$ cat config.mk
export PLATFORM = sky130hd
export DESIGN_NAME = lsu_align
export DESIGN_NICKNAME = d
export VERILOG_FILES = /design/src/rtl/lsu_align.sv
export SDC_FILE = /design/constraint.sdc
export NUM_CORES = 1
export LEC_CHECK = 0
export ABC_AREA = 1
export BUFFER_PORTS_ARGS = -buffer_cell sky130_fd_sc_hd__buf_2
export CAP_MARGIN = 20
export CELL_PAD_IN_SITES_DETAIL_PLACEMENT = 1
export CELL_PAD_IN_SITES_GLOBAL_PLACEMENT = 1
export CORE_MARGIN = 1.5
export CORE_UTILIZATION = 33
export DETAILED_ROUTE_END_ITERATION = 8
export PLACE_DENSITY = 0.72
export SETUP_SLACK_MARGIN = 0.2
export SLEW_MARGIN = 20
export SYNTH_ARGS = -nofsm -noshare
export SYNTH_HDL_FRONTEND = slang
export SYNTH_SLANG_ARGS = --single-unit
export TNS_END_PERCENT = 10
$ cat constraint.sdc
create_clock -name clk -period 1.4 [get_ports clk]
set_input_delay 0.14 -clock clk [delete_from_list [all_inputs] [get_ports clk]]
set_output_delay 0.14 -clock clk [all_outputs]
set_load 0.03 [all_outputs]
$ cat src/rtl/lsu_align.sv
// RV32 load/store alignment unit in front of a word-indexed data memory.
// Misaligned accesses become two word accesses; load results are merged and extended here.
module lsu_align #(
  parameter int ADDR_W = 32,
  parameter int MEM_AW = 5
) (
  input  logic              clk,
  input  logic              rst,
  input  logic              req_valid,
  output logic              req_ready,
  input  logic              req_we,
  input  logic [2:0]        req_funct3,
  input  logic [ADDR_W-1:0] req_addr,
  input  logic [31:0]       req_wdata,
  output logic              resp_valid,
  output logic [31:0]       resp_rdata,
  output logic              resp_err,
  output logic              mem_wren,
  output logic              mem_is_load,
  output logic [3:0]        mem_mask,
  output logic [MEM_AW-1:0] mem_r_addr,
  output logic [MEM_AW-1:0] mem_w_addr,
  output logic [31:0]       mem_w_data,
  input  logic [31:0]       mem_r_data
);

  typedef enum logic [2:0] {IDLE, ACC0, ACC1, WAIT, RESP} state_t;
  state_t state, state_next;

  logic              we_q, err_q, split_q;
  logic [2:0]        f3_q;
  logic [1:0]        off_q;
  logic [MEM_AW-1:0] word_q;
  logic [31:0]       wdata_q, lo_q, hi_q, rdata_q;

  logic              req_legal, req_split, accept;
  logic [2:0]        req_n;
  logic [7:0]        size_mask, m8;
  logic [63:0]       d64;
  logic [31:0]       shifted, load_result;
  logic              unused_addr;

  // Address bits above the word index do not reach the memory.
  assign unused_addr = ^req_addr[ADDR_W-1:MEM_AW+2];

  always_comb begin
    case (req_funct3[1:0])
      2'b00:   req_n = 3'd1;
      2'b01:   req_n = 3'd2;
      default: req_n = 3'd4;
    endcase
  end

  assign req_legal = (req_funct3 == 3'b000) || (req_funct3 == 3'b001) ||
                     (req_funct3 == 3'b010) ||
                     (!req_we && ((req_funct3 == 3'b100) || (req_funct3 == 3'b101)));
  assign req_split = ({1'b0, req_addr[1:0]} + req_n) > 3'd4;
  // Handshake: a request transfers on a clock edge where req_valid && req_ready;
  // responses are single-cycle pulses with no backpressure.
  assign accept    = req_valid && req_ready;

  always_comb begin
    case (f3_q[1:0])
      2'b00:   size_mask = 8'h01;
      2'b01:   size_mask = 8'h03;
      default: size_mask = 8'h0f;
    endcase
  end

  assign m8      = size_mask << off_q;
  assign d64     = {32'b0, wdata_q} << {off_q, 3'b000};
  assign shifted = 32'({(split_q ? hi_q : 32'b0), lo_q} >> {off_q, 3'b000});

  always_comb begin
    load_result = 32'b0;
    if (!we_q && !err_q) begin
      case (f3_q)
        3'b000:  load_result = {{24{shifted[7]}}, shifted[7:0]};
        3'b001:  load_result = {{16{shifted[15]}}, shifted[15:0]};
        3'b100:  load_result = {24'b0, shifted[7:0]};
        3'b101:  load_result = {16'b0, shifted[15:0]};
        default: load_result = shifted;
      endcase
    end
  end

  always_ff @(posedge clk) begin
    if (rst) begin
      state   <= IDLE;
      we_q    <= 1'b0;
      err_q   <= 1'b0;
      split_q <= 1'b0;
      f3_q    <= 3'b0;
      off_q   <= 2'b0;
      word_q  <= '0;
      wdata_q <= 32'b0;
      lo_q    <= 32'b0;
      hi_q    <= 32'b0;
      rdata_q <= 32'b0;
    end else begin
      state <= state_next;
      if (accept) begin
        we_q    <= req_we;
        err_q   <= !req_legal;
        split_q <= req_split;
        f3_q    <= req_funct3;
        off_q   <= req_addr[1:0];
        word_q  <= req_addr[MEM_AW+1:2];
        wdata_q <= req_wdata;
      end
      // The memory returns data one cycle after the read is issued.
      if (state == ACC1 && !we_q) lo_q <= mem_r_data;
      if (state == WAIT) begin
        if (split_q) hi_q <= mem_r_data;
        else         lo_q <= mem_r_data;
      end
      if (state == RESP) rdata_q <= load_result;
    end
  end

  always_comb begin
    state_next  = state;
    req_ready   = 1'b0;
    resp_valid  = 1'b0;
    resp_err    = 1'b0;
    resp_rdata  = rdata_q;
    mem_wren    = 1'b0;
    mem_is_load = 1'b0;
    mem_mask    = 4'b0;
    mem_r_addr  = '0;
    mem_w_addr  = '0;
    mem_w_data  = 32'b0;
    case (state)
      IDLE: begin
        req_ready = 1'b1;
        if (req_valid) state_next = req_legal ? ACC0 : RESP;
      end
      ACC0: begin
        if (we_q) begin
          mem_wren   = 1'b1;
          mem_w_addr = word_q;
          mem_mask   = m8[3:0];
          mem_w_data = d64[31:0];
        end else begin
          mem_is_load = 1'b1;
          mem_r_addr  = word_q;
        end
        if (split_q)   state_next = ACC1;
        else if (we_q) state_next = RESP;
        else           state_next = WAIT;
      end
      ACC1: begin
        if (we_q) begin
          mem_wren   = 1'b1;
          mem_w_addr = word_q + MEM_AW'(1);
          mem_mask   = m8[7:4];
          mem_w_data = d64[63:32];
        end else begin
          mem_is_load = 1'b1;
          mem_r_addr  = word_q + MEM_AW'(1);
        end
        state_next = we_q ? RESP : WAIT;
      end
      WAIT: state_next = RESP;
      RESP: begin
        resp_valid = 1'b1;
        resp_err   = err_q;
        resp_rdata = load_result;
        state_next = IDLE;
      end
      default: state_next = IDLE;
    endcase
    // No memory access or response on any edge where reset is sampled.
    if (rst) begin
      req_ready   = 1'b0;
      resp_valid  = 1'b0;
      resp_err    = 1'b0;
      resp_rdata  = 32'b0;
      mem_wren    = 1'b0;
      mem_is_load = 1'b0;
      mem_mask    = 4'b0;
      mem_r_addr  = '0;
      mem_w_addr  = '0;
      mem_w_data  = 32'b0;
    end
  end

endmodule

==> flow_metrics.tcl <==
set metrics [dict create \
    portBuffers 160 \
    viasPerCell 5.40 \
    worstPathArrival_ps 2050 \
    min_period_over_period_pct 157 \
    regToRegSetupSlack_ps -230 \
    grt_max_degree 46 \
    worstSetupPathType "reg -> out" \
    area_growth_pct 78.0 \
    synth_area_sq_mm 0.00728 \
    post-route-drc-count 0 \
    fillers 2565 \
    place_hpwl_um 22900 \
    route.vias.total 9397 \
    root_buffer "clkbuf_16" \
    rsz0062_at_grt "yes" \
    ys_async_sr_fraction_pct 0 \
    slew_viol_final 0 \
    dr.pass1.iters 4 \
    period_needed_ps 2190 \
    die_area_sq_mm 0.0230 \
    critPathCapture "mem_w_data[0]" \
    die_h_um 152 \
    grt_use_total_pct 29.4 \
    final_nets 1554 \
    yosys_register_bits 136 \
    worstSkewPairLatency_ps 430 \
    crit_fanout 14 \
    numCtsBuffers 17 \
    tritoncts "done" \
    layoutNonFillerInstCount 1740 \
    cellLeakagePower_nw 5.28 \
    placed_cells 1624 \
    path_clk_slew_ps 60 \
    p_total_mw 12.2 \
    hold_slack_ps -9.33 \
    diodes 0 \
    synth_edf_count 0 \
    p_per_area_mw_per_mm2 942 \
    postRouteAntennaNets 0 \
    yosys_warnings 0 \
    yosysUniqueCellTypes 31 \
    clock_sinks 136 \
    cp-end-kind "output port" \
    core_sq_mm 0.0218 \
    r2r-start "state[0]" \
    status "finished with violations" \
    timing.fmax_mhz 456 \
    rows 54 \
    ff2ff_path_depth 10 \
    layout-drive-gt1-share_pct 44.6 \
    synth.avg_cell_area_sq_um 6.44 \
    clk_path_buf_depth 2 \
    synth_fp_nets 1236 \
    violations "negative hold slack, negative setup slack" \
    globalplace.congestion 0.876 \
    cts_htree_levels 4 \
    synth_seq_area_share_pct 37.4 \
    fin_tns_setup_ps -66460 \
    grt_pass1_vias 9706 \
    synthCells 1130 \
    setup_violations 182 \
    hold_viol 2 \
    worst_pin_slew_ps 441 \
    wl_per_cell_um 20.5 \
    io-pin-count 186 \
    cp.required_ps 1260 \
    synth_ff_type "dfxtp_1" \
    hp-class "in -> reg" \
    fp.dieW_um 152 \
    startpoint "off_q[0]" \
    drt_iter0_markers 549 \
    grt_pass1_wl_um 51300 \
    maxCapViolCount 0 \
    timing.final.ws_setup_ps -795 \
    fin_util_pct 59.6 \
    wl_um 35700 \
    worst_clock_skew_ps 11.5 \
    r2r-end "lo_q[3]" \
    grt_antenna_before_repair 0 \
    cp-start-kind "flop" \
    slew_headroom_pct 70.6 \
    overflow 0 \
    start_util_pct 33.5 \
    irDropWorstVdd_uv 515 \
]
[worst min path at each step]
stage	slack [ps]	from	to	depth (start not counted)
2_1_floorplan	250	req_wdata[16]	wdata_q[16]	2
3_3_place_gp	340	req_wdata[1]	wdata_q[1]	3
3_5_place_dp	340	req_wdata[18]	wdata_q[18]	3
4_1_cts	2	req_wdata[26]	wdata_q[26]	3
5_1_grt	3	req_wdata[13]	wdata_q[13]	3
6_report	-9	mem_r_data[15]	lo_q[15]	3
[final cells by class]
cell class,instances,area [sq um],share of cell area (%)
flip-flops and latches,136,2750,21.2
clock inverters,11,125,0.966
multi-input cells,858,5500,42.4
inverters,52,231,1.79
repair buffers,383,3550,27.4
well taps,280,350,2.70
clock buffers,20,457,3.52
[report_power, final]
group          leakage, nW  internal, mW  switching, mW
registers             1.11          4.08          0.206
logic                 3.89          1.39           1.98
clock network        0.282          2.71           1.85
[synth_stat cells, types with 2 or more instances]
cell / number / area share (%)
nor2_2: 5 / 0.43
a22oi_1: 16 / 1.7
xor2_1: 3 / 0.36
nand2_2: 3 / 0.26
clkbuf_1: 41 / 2.1
o211ai_1: 5 / 0.52
clkinv_2: 2 / 0.14
inv_1: 43 / 2.2
o22ai_1: 2 / 0.17
nor3_1: 4 / 0.28
nand3_2: 5 / 0.69
o21ai_1: 3 / 0.21
buf_4: 11 / 1.1
inv_2: 7 / 0.36
a21oi_1: 119 / 8.2
nor3_4: 2 / 0.45
a31oi_1: 8 / 0.69
nand2_1: 332 / 17
nand3_1: 147 / 10
ha_1: 2 / 0.34
dfxtp_1: 136 / 37
o21ai_0: 95 / 6.5
buf_2: 27 / 1.9
nor2_1: 101 / 5.2
buf_6: 5 / 0.77
[per-layer routing]
metal | part of all wire (%) | track usage, % | vias to the layer above | wire, um
met4 | 4.0 | 13.2 | 0 | 1410
met3 | 5.0 | 5.15 | 90 | 1790
li1 | - | - | 4397 | -
met1 | 39 | 33.0 | 4610 | 13800
met2 | 52 | 54.1 | 300 | 18600
met5 | 0 | 0 | - | 0
[cell usage in the layout (no fill, tap or decap), types with 6 or more instances in the layout]
cell	count
nor2_1	61
buf_12	24
nand2_4	16
buf_2	81
a21oi_1	49
a22oi_1	11
inv_4	6
o21ai_0	37
nor2_2	35
a31oi_4	6
nand2_2	40
nand3_2	39
dfxtp_1	129
nand3_4	13
buf_4	132
inv_2	6
dfxtp_4	6
nand3_1	101
o21ai_1	31
o21ai_2	29
dlygate4sd3_1	56
buf_6	80
a21oi_4	45
a21oi_2	25
inv_1	36
nand2_1	278
clkbuf_16	21
nor2_4	11
[cell families (layout without fill, tap and decap cells)]
group | after synthesis | after routing | synth area share (%)
and+or+nand+nor | 601 | 602 | 34.8
AOI/OAI and AO/OA | 250 | 250 | 18.2
buffers and inverters | 137 | 466 | 8.65
DFF | 136 | 136 | 37.4
adders and majority gates | 3 | 3 | 0.619
xor gates and xnor gates | 3 | 3 | 0.361
[per-stage QoR]
step / instance area, sq um / hold WS, ps / worst slack, ps
after CTS: 12200 / 2.20 / -765
after floorplan: 8210 / 250 / -131
after global placement: 10100 / 342 / -364
after detailed placement: 10100 / 342 / -392
final: 13000 / -9.33 / -795
after global routing: 13000 / 2.67 / -874
[critical path: stages (launching register included)]
cell	delay, ps
dfxtp_4	480
buf_12	180
buf_12	150
nand2_1	70
o21ai_1	130
inv_1	90
o211ai_1	280
a21oi_4	90
buf_6	150
[state kept, by name (all words and copies together) (netlist names)]
register  flops
we_q          1
hi_q         24
state         3
split_q       1
word_q        5
f3_q          3
off_q         2
wdata_q      32
rdata_q      32
lo_q         32
err_q         1
[timing repair]
item / in CTS / in global routing
pin swaps: 29 / 51
endpoints found under the setup margin: 219 / 219
gates cloned: 3 / 4
hold endpoints to repair: 58 / 1
hold buffers: 55 / 1
buffers inserted: 15 / 7
gates resized for setup: 236 / 199
(Power assumes the default switching activity.)
